### src/rtl/uart_cmd_controller_if.sv
// Request/response bundle between the command controller, the UART receiver/transmitter
// and the sensor interface. The controller takes the master side.
interface uart_cmd_controller_if #(
  parameter int ADDR_W = 5
);
  logic [15:0]       rx_data;
  logic              rx_concluded;
  logic              sens_req;
  logic [7:0]        sens_cmd;
  logic [ADDR_W-1:0] sens_addr;
  logic              sens_done;
  logic              sens_error;
  logic [7:0]        sens_data;
  logic              tx_busy;
  logic              tx_start;
  logic [7:0]        tx_data;

  modport master (
    input  rx_data, rx_concluded, sens_done, sens_error, sens_data, tx_busy,
    output sens_req, sens_cmd, sens_addr, tx_start, tx_data
  );

  modport slave (
    output rx_data, rx_concluded, sens_done, sens_error, sens_data, tx_busy,
    input  sens_req, sens_cmd, sens_addr, tx_start, tx_data
  );
endinterface

### src/rtl/uart_cmd_controller.sv
// Sequences one UART request at a time: range check, sensor dispatch with timeout,
// then a two-byte (status, data) reply through the transmitter.
module uart_cmd_controller #(
  parameter int         ADDR_W  = 5,
  parameter logic [7:0] CMD_MAX = 8'h07,
  parameter int         TIMEOUT = 96
) (
  input  logic                  clk_9k6hz,
  input  logic                  rst_n,
  uart_cmd_controller_if.master bus,
  output logic                  busy,
  output logic [7:0]            drop_cnt
);

  localparam int CNT_W = $clog2(TIMEOUT + 1);

  localparam logic [7:0] ST_OK      = 8'h00;
  localparam logic [7:0] ST_BAD_CMD = 8'hE1;
  localparam logic [7:0] ST_BAD_ADR = 8'hE2;
  localparam logic [7:0] ST_SENS    = 8'hE3;
  localparam logic [7:0] ST_TIMEOUT = 8'hE4;

  typedef enum logic [2:0] {
    IDLE, CHECK, REQ, WAIT, SEND_HI, WAIT_HI, SEND_LO, WAIT_LO
  } state_t;

  state_t            state, state_d;
  logic              rx_prev;
  logic              rx_rise;
  logic [7:0]        cmd_q, cmd_d;
  logic [7:0]        addr_q, addr_d;
  logic [7:0]        status_q, status_d;
  logic [7:0]        data_q, data_d;
  logic [CNT_W-1:0]  cnt_q, cnt_d;
  logic              guard_q, guard_d;
  logic [7:0]        sens_cmd_q, sens_cmd_d;
  logic [ADDR_W-1:0] sens_addr_q, sens_addr_d;
  logic [7:0]        tx_last_q, tx_last_d;
  logic              sens_req_c;
  logic              tx_start_c;
  logic [7:0]        tx_byte_c;

  assign rx_rise = bus.rx_concluded & ~rx_prev;

  // tx_data shows the outgoing byte during the tx_start cycle and otherwise holds the last byte sent
  assign bus.sens_req  = sens_req_c;
  assign bus.sens_cmd  = sens_cmd_q;
  assign bus.sens_addr = sens_addr_q;
  assign bus.tx_start  = tx_start_c;
  assign bus.tx_data   = tx_start_c ? tx_byte_c : tx_last_q;
  assign busy          = (state != IDLE);

  always_ff @(posedge clk_9k6hz or negedge rst_n) begin
    if (!rst_n) begin
      state       <= IDLE;
      rx_prev     <= 1'b0;
      cmd_q       <= '0;
      addr_q      <= '0;
      status_q    <= '0;
      data_q      <= '0;
      cnt_q       <= '0;
      guard_q     <= 1'b0;
      sens_cmd_q  <= '0;
      sens_addr_q <= '0;
      tx_last_q   <= '0;
      drop_cnt    <= '0;
    end else begin
      state       <= state_d;
      rx_prev     <= bus.rx_concluded;
      cmd_q       <= cmd_d;
      addr_q      <= addr_d;
      status_q    <= status_d;
      data_q      <= data_d;
      cnt_q       <= cnt_d;
      guard_q     <= guard_d;
      sens_cmd_q  <= sens_cmd_d;
      sens_addr_q <= sens_addr_d;
      tx_last_q   <= tx_last_d;
      if (rx_rise && (state != IDLE) && (drop_cnt != 8'hFF))
        drop_cnt <= drop_cnt + 8'd1;
    end
  end

  always_comb begin
    state_d     = state;
    cmd_d       = cmd_q;
    addr_d      = addr_q;
    status_d    = status_q;
    data_d      = data_q;
    cnt_d       = cnt_q;
    guard_d     = 1'b0;
    sens_cmd_d  = sens_cmd_q;
    sens_addr_d = sens_addr_q;
    tx_last_d   = tx_last_q;
    sens_req_c  = 1'b0;
    tx_start_c  = 1'b0;
    tx_byte_c   = status_q;

    case (state)
      IDLE: begin
        if (rx_rise) begin
          cmd_d   = bus.rx_data[7:0];
          addr_d  = bus.rx_data[15:8];
          state_d = CHECK;
        end
      end

      // A bad command is reported ahead of a bad address
      CHECK: begin
        if (cmd_q > CMD_MAX) begin
          status_d = ST_BAD_CMD;
          data_d   = 8'h00;
          state_d  = SEND_HI;
        end else if ((addr_q >> ADDR_W) != 8'h00) begin
          status_d = ST_BAD_ADR;
          data_d   = 8'h00;
          state_d  = SEND_HI;
        end else begin
          sens_cmd_d  = cmd_q;
          sens_addr_d = addr_q[ADDR_W-1:0];
          state_d     = REQ;
        end
      end

      REQ: begin
        sens_req_c = 1'b1;
        cnt_d      = '0;
        state_d    = WAIT;
      end

      // A completion arriving on the final count still counts as a completion
      WAIT: begin
        cnt_d = cnt_q + 1'b1;
        if (bus.sens_done) begin
          status_d = bus.sens_error ? ST_SENS : ST_OK;
          data_d   = bus.sens_error ? 8'h00 : bus.sens_data;
          state_d  = SEND_HI;
        end else if (cnt_q == CNT_W'(TIMEOUT - 1)) begin
          status_d = ST_TIMEOUT;
          data_d   = 8'h00;
          state_d  = SEND_HI;
        end
      end

      SEND_HI: begin
        if (!bus.tx_busy) begin
          tx_start_c = 1'b1;
          tx_byte_c  = status_q;
          tx_last_d  = status_q;
          guard_d    = 1'b1;
          state_d    = WAIT_HI;
        end
      end

      // The guard covers the cycle before the transmitter raises tx_busy
      WAIT_HI: begin
        if (!guard_q && !bus.tx_busy)
          state_d = SEND_LO;
      end

      SEND_LO: begin
        if (!bus.tx_busy) begin
          tx_start_c = 1'b1;
          tx_byte_c  = data_q;
          tx_last_d  = data_q;
          guard_d    = 1'b1;
          state_d    = WAIT_LO;
        end
      end

      WAIT_LO: begin
        if (!guard_q && !bus.tx_busy)
          state_d = IDLE;
      end

      default: state_d = IDLE;
    endcase
  end

endmodule

### src/flat_wrapper.sv
// flat-port wrapper written by rule: the top's interface ports become plain ports
module uart_cmd_controller_flat 
#(
  parameter int         ADDR_W  = 5,
  parameter logic [7:0] CMD_MAX = 8'h07,
  parameter int         TIMEOUT = 96
)
  (clk_9k6hz, rst_n, busy, drop_cnt, bus_rx_data, bus_rx_concluded, bus_sens_done, bus_sens_error, bus_sens_data, bus_tx_busy, bus_sens_req, bus_sens_cmd, bus_sens_addr, bus_tx_start, bus_tx_data);
  uart_cmd_controller_if #(.ADDR_W(ADDR_W)) bus_i ();
  input  logic clk_9k6hz;
  input  logic rst_n;
  output logic busy;
  output logic [7:0] drop_cnt;
  input wire logic [$bits(bus_i.rx_data)-1:0] bus_rx_data;
  input wire logic [$bits(bus_i.rx_concluded)-1:0] bus_rx_concluded;
  input wire logic [$bits(bus_i.sens_done)-1:0] bus_sens_done;
  input wire logic [$bits(bus_i.sens_error)-1:0] bus_sens_error;
  input wire logic [$bits(bus_i.sens_data)-1:0] bus_sens_data;
  input wire logic [$bits(bus_i.tx_busy)-1:0] bus_tx_busy;
  output wire logic [$bits(bus_i.sens_req)-1:0] bus_sens_req;
  output wire logic [$bits(bus_i.sens_cmd)-1:0] bus_sens_cmd;
  output wire logic [$bits(bus_i.sens_addr)-1:0] bus_sens_addr;
  output wire logic [$bits(bus_i.tx_start)-1:0] bus_tx_start;
  output wire logic [$bits(bus_i.tx_data)-1:0] bus_tx_data;
  assign bus_i.rx_data = bus_rx_data;
  assign bus_i.rx_concluded = bus_rx_concluded;
  assign bus_i.sens_done = bus_sens_done;
  assign bus_i.sens_error = bus_sens_error;
  assign bus_i.sens_data = bus_sens_data;
  assign bus_i.tx_busy = bus_tx_busy;
  assign bus_sens_req = bus_i.sens_req;
  assign bus_sens_cmd = bus_i.sens_cmd;
  assign bus_sens_addr = bus_i.sens_addr;
  assign bus_tx_start = bus_i.tx_start;
  assign bus_tx_data = bus_i.tx_data;
  uart_cmd_controller #(.ADDR_W(ADDR_W), .CMD_MAX(CMD_MAX), .TIMEOUT(TIMEOUT)) u_core (.clk_9k6hz(clk_9k6hz), .rst_n(rst_n), .bus(bus_i), .busy(busy), .drop_cnt(drop_cnt));
endmodule
### config.mk
export PLATFORM = sky130hd
export DESIGN_NAME = uart_cmd_controller_flat
export DESIGN_NICKNAME = d
export VERILOG_FILES = /design/src/rtl/uart_cmd_controller_if.sv /design/src/rtl/uart_cmd_controller.sv /design/src/flat_wrapper.sv
export SDC_FILE = /design/constraint.sdc
export NUM_CORES = 1
export LEC_CHECK = 0
export ABC_AREA = 1
export BUFFER_PORTS_ARGS = -buffer_cell sky130_fd_sc_hd__buf_2
export CORE_MARGIN = 2
export CORE_UTILIZATION = 55
export DETAILED_ROUTE_END_ITERATION = 10
export PLACE_DENSITY = 0.79
export SLEW_MARGIN = 30
export SYNTH_ARGS = -nofsm -noshare
export SYNTH_HDL_FRONTEND = slang
export SYNTH_SLANG_ARGS = --single-unit
### constraint.sdc
create_clock -name clk_9k6hz -period 1.8 [get_ports clk_9k6hz]
set_input_delay 0.09 -clock clk_9k6hz [delete_from_list [all_inputs] [get_ports clk_9k6hz]]
set_output_delay 0.09 -clock clk_9k6hz [all_outputs]
set_load 0.03 [all_outputs]
==> results of run 1 <==
-- metrics by stage --
stage / setup WS [ns] / util
6_report: 0.06466 / 0.7226
5_1_grt: -0.05299 / 0.7226
4_1_cts: 0.01299 / 0.7026
3_5_place_dp: 0.2072 / 0.6242
3_3_place_gp: 0.2641 / 0.6242
2_1_floorplan: 0.08317 / -
-- Yosys cell counts --
cell type / number / area [um2]
nand2_1: 130 / 488.0
dfrtp_1: 69 / 1727
inv_1: 33 / 123.9
nor2_1: 30 / 112.6
nand3_1: 29 / 145.1
nand2_2: 13 / 81.33
a21oi_1: 10 / 50.05
o21ai_0: 10 / 50.05
o21ai_1: 10 / 50.05
a22o_1: 5 / 43.79
inv_2: 5 / 18.77
nor2_2: 5 / 31.28
o21ai_2: 5 / 43.79
buf_6: 4 / 45.04
nand4_1: 4 / 25.02
nor2_4: 4 / 45.04
nor3_1: 3 / 15.01
buf_12: 2 / 40.04
buf_4: 2 / 15.01
clkinv_1: 2 / 7.510
ha_1: 2 / 25.02
nand2_4: 2 / 22.52
nand3_2: 2 / 20.02
xnor2_1: 2 / 17.52
xor2_1: 2 / 17.52
clkinv_4: 1 / 8.760
nand3_4: 1 / 17.52
nand3b_1: 1 / 7.510
nor3_4: 1 / 16.27
o22ai_1: 1 / 6.260
o31ai_1: 1 / 7.510
-- routing by layer --
metal  GRT usage  up-vias  part of all wire
li1            -     1438                 -
met1      0.2880     1294              0.43
met2      0.3992       62              0.51
met3     0.03846       14             0.039
met4      0.1100        0             0.020
met5           0        -                 0
-- cell type report --
cell class | instances | area [um2] | share of cell area
sequential | 69 | 1729 | 0.4066
multi-input combinational | 273 | 1358 | 0.3192
timing repair buffer | 97 | 681.9 | 0.1603
inverter | 41 | 158.9 | 0.03736
clock buffer | 10 | 137.6 | 0.03236
tap | 75 | 93.84 | 0.02207
clock inverter | 6 | 86.33 | 0.02030
timing repair inverter | 1 | 7.507 | 0.001765
-- path summary, 6_finish.rpt --
kind	startpoint	to	slack [ns]	cells past startpoint
min in group asynchronous	rst_n	u_core.tx_last_q[5]	0.29	3
setup / recovery	u_core.state[0]	bus_tx_data[1]	0.06	8
hold / removal	bus_rx_data[4]	u_core.cmd_q[4]	0.01	3
hold reg to reg	u_core.cmd_q[1]	u_core.cmd_q[1]	0.48	2
setup reg to reg	u_core.state[0]	u_core.cmd_q[3]	0.16	7
max in group asynchronous	rst_n	u_core.cmd_q[3]	1.20	3
-- state kept, by name, summed over array words and instances, names as in the netlist --
signal / count
u_core.addr_q: 8
u_core.bus.sens_cmd: 8
u_core.cmd_q: 8
u_core.data_q: 8
u_core.drop_cnt: 8
u_core.tx_last_q: 8
u_core.cnt_q: 7
u_core.bus.sens_addr: 5
u_core.status_q: 4
u_core.state: 3
u_core.guard_q: 1
u_core.rx_prev: 1
-- where the power goes --
part	total (uW)	internal, uW	switching, uW
Sequential	2270	1970	299
Clock	1400	815	588
Combinational	2260	827	1430
Total	5930	3610	2320
-- worst max-delay path: stages, from the launching register on --
cell     delay, ns
dfrtp_2       0.45
inv_2         0.08
nand2_2       0.05
inv_2         0.07
nand2_4       0.07
nor2_4        0.20
nor2_2        0.07
o21ai_1       0.14
buf_4         0.17
-- cells by family (layout without fill, tap and decap cells) --
family          count (synthesis)  in the layout  synth area share
fa+ha+maj                       2              2          0.007526
compound gates                 42             42           0.07565
buf+inv                        49            155           0.07791
flops                          69             69            0.5194
xor+xnor                        4              4           0.01054
simple gates                  225            225            0.3090
-- what timing repair did --
action,CTS,global route
cloned,0,1
hold buffers,22,0
buffers inserted,1,8
endpoints found under the setup margin,8,8
pin swaps,0,5
resized for setup,5,15
hold endpoints to repair,90,0
==> results.ini, run 1 <==
[clock_tree]
cts_sinks=69
cts_tree=yes
cts_made_buffers=9
cts_max_level=3
clk_path_buf_depth=2
clk_pin_slew_worst_paths_ns=0.07
clk_latency_ns=0.34
cts_root_buffer=clkbuf_8

[yosys]
ys_seq_area_frac=0.5194
synth.distinct_cells=31
synth_area_per_cell_um2=8.502
yosysWarnings=0
synth_area_mm2=0.003324
netlist_instances=391
ys_seq_elements=69
synth_nets=423

[routing]
wl_per_cell_um=12.39
initialDrtViolationCount=88
wirelength_mm=7.089
ant_nets=0
num_vias=2808
vias_per_cell=4.909
drc=0
dr.pass1.iters=4

[pwr]
total_power_uw=5935
power_density_mw_per_mm2=1396
p_leak_uw=0.002293
ir_drop_mv=0.8455

[global_routing]
grt_overflow=0
grt_pass1_wl_mm=11.79
grt_pass1_vias=2691
grt_max_degree=70
track_usage=0.2334
antenna_found_initial=0

[die]
row_count=28
io_pins=62
start_util=0.5648
die_w_um=81.75
core_area_mm2=0.005886
die_area_mm2=0.006682
die_y_um=81.75

[sta]
period_share=0.9641
setup_viol=0
fmax_ghz=0.5763
setup_tns_ns=0
whs_ns=0.01241
worstMarginPinSlew_ns=0.4128
skew_ns=0.006392
hold_viol_final=0
rsz0062_at_grt=true
fin_crit_ns=1.735
slew_headroom=0.7238
slew_viol_final=0

[critical_path]
start_kind=flop
end_kind=output port
crit_path_max_fanout=7
worstPathArrival_ns=1.65
required_ns=1.71
path_class=flop to output port

[final_layout]
final_common_cell=nand2_1
drive_gt1_frac=0.2777
fillers=450
design_area_mm2=0.004253
area_growth_pct=27.93
antennaDiodeCount=0
final_cell_mix=nand2_1 (128), dfrtp_1 (67), buf_2 (55)
finalNonFillerCells=572
nets=524

[job]
maxCapViolCount=0

[placement]
hpwl_mm=4.742
gp_congestion=0.8960
numPlacedInstances=524
port_buffers=61
place_area_mm2=0.003674

[hold_path]
hold_class=primary input to flop

[outcome]
status=completed

(Power assumes the default switching activity.)
==> inputs of run 2 (changes only) <==
- CORE_UTILIZATION: 55 -> 57
- CTS_BUF_LIST: unset -> sky130_fd_sc_hd__clkbuf_8
- PLACE_DENSITY: 0.79 -> 0.82
==> run 2 against run 1 <==
  * Critical path depth is 3 lower
  * Utilization is 3.3 points higher
  * Routed wire length is 4.8% higher
  * Critical endpoint is now bus_tx_data[3]
  * Critical path type unchanged
  * Cell count is 0.17% higher
  * Global-route usage is 1.4 points higher
  * Clock power is 12% lower
  * First-iteration DRC count is 110% higher
  * Maximum frequency is 3.0% lower
==> results.ini, run 2 (same netlist as run 1, synthesis figures left out) <==
[final_layout]
nets=528
final_common_cell=nand2_1
fillers=413
design_area_mm2=0.004210
antennaDiodeCount=0
drive_gt1_frac=0.2695
area_growth_pct=26.65
final_cell_mix=nand2_1 (130), dfrtp_1 (67), buf_2 (57)
utilization=0.7553

[routing]
wl_per_cell_um=12.96
vias_per_cell=5.049
initialDrtViolationCount=185
ant_nets=0
drc=0
num_vias=2893
dr.pass1.iters=6
wirelength_mm=7.428

[clock_tree]
cts_sinks=69
clk_pin_slew_worst_paths_ns=0.07
clk_latency_ns=0.34
cts_max_level=3
cts_made_buffers=9
clk_path_buf_depth=2
cts_tree=yes
cts_root_buffer=clkbuf_8

[critical_path]
crit_path_max_fanout=10
end_kind=output port
worstPathArrival_ns=1.70
start_kind=flop
required_ns=1.71
path_class=flop to output port

[global_routing]
grt_max_degree=70
grt_overflow=0
grt_pass1_wl_mm=12.17
grt_pass1_vias=2840
antenna_found_initial=0
track_usage=0.2478

[job]
maxCapViolCount=0

[pwr]
total_power_uw=5824
p_leak_uw=0.002313
power_density_mw_per_mm2=1383
ir_drop_mv=0.9578

[placement]
place_area_mm2=0.003670
hpwl_mm=4.827
gp_congestion=0.9276
port_buffers=61

[sta]
slew_headroom=0.7627
period_share=0.9940
slew_viol_final=0
setup_viol=0
hold_viol_final=0
fin_crit_ns=1.789
rsz0062_at_grt=true
fmax_ghz=0.5589
skew_ns=0.009148
worstMarginPinSlew_ns=0.3559

[die]
row_count=27
die_w_um=80.37
start_util=0.5964
core_area_mm2=0.005574
die_y_um=80.37
io_pins=62
die_area_mm2=0.006459

[outcome]
status=completed

[hold_path]
hold_class=primary input to flop

## run 2: cell count changes in the layout (fill, tap and decap cells not counted), moves of 2 or more
cell / before / now
nand2_1: 128 / 130
buf_2: 55 / 57
nor2_1: 28 / 30
buf_6: 3 / 0
nand2_2: 14 / 11
nor2_2: 7 / 5
buf_4: 14 / 21
inv_1: 33 / 35
## run 2: path summary, 6_finish.rpt
check	cells past startpoint	end	slack [ns]	start
max	5	bus_tx_data[3]	0.01	u_core.state[2]
min	3	u_core.addr_q[4]	0.009	bus_rx_data[12]
max reg2reg	10	u_core.state[0]	0.15	u_core.state[0]
min reg2reg	2	u_core.tx_last_q[2]	0.48	u_core.tx_last_q[2]
max in group asynchronous	3	u_core.state[0]	1.21	rst_n
min in group asynchronous	3	u_core.tx_last_q[6]	0.30	rst_n
## run 2: metal layers
| metal | share of wire | track usage |
|---|---|---|
| met1 | 0.43 | 0.3042 |
| met2 | 0.50 | 0.4217 |
| met3 | 0.049 | 0.04382 |
| met4 | 0.019 | 0.1203 |
| met5 | 0 | 0 |
## run 2: cell type report
class	instances	area, um2	area share
repair buffers	102	690.7	0.1640
well taps	72	90.09	0.02140
multi-input cells	273	1349	0.3204
clock buffers	10	137.6	0.03269
inverters	41	158.9	0.03774
clock inverters	6	55.05	0.01308
flip-flops and latches	69	1729	0.4107
## run 2: repair_timing
| item | in CTS | in global routing |
|---|---|---|
| endpoints found under the setup margin | 8 | 20 |
| hold buffers | 22 | 0 |
| setup buffers | 9 | 5 |
| gates resized for setup | 3 | 7 |
| endpoints found under the hold margin | 90 | 0 |
| pin swaps | 2 | 1 |
## run 2: power by group
group	internal [uW]	switching, uW
sequential	1970	261
combinational	845	1510
clock	663	572
## run 2: worst max-delay path, cell delays in order, from the launching register on
cell	delay [ns]
dfrtp_1	0.40
clkinv_4	0.11
nor3_4	0.30
inv_2	0.15
a22o_1	0.23
buf_2	0.17
## run 2: metrics by stage
step                hold slack (ns)  TNS, ns  worst slack, ns  cells
floorplan                   -0.2056        0          0.08317    391
global placement             0.1388        0           0.2670    521
detailed placement           0.1395        0           0.1490    521
global route              0.0003674  -0.2528         -0.06291    573
finish                     0.009427        0          0.01081    573
CTS                        0.001294        0          0.01171    568
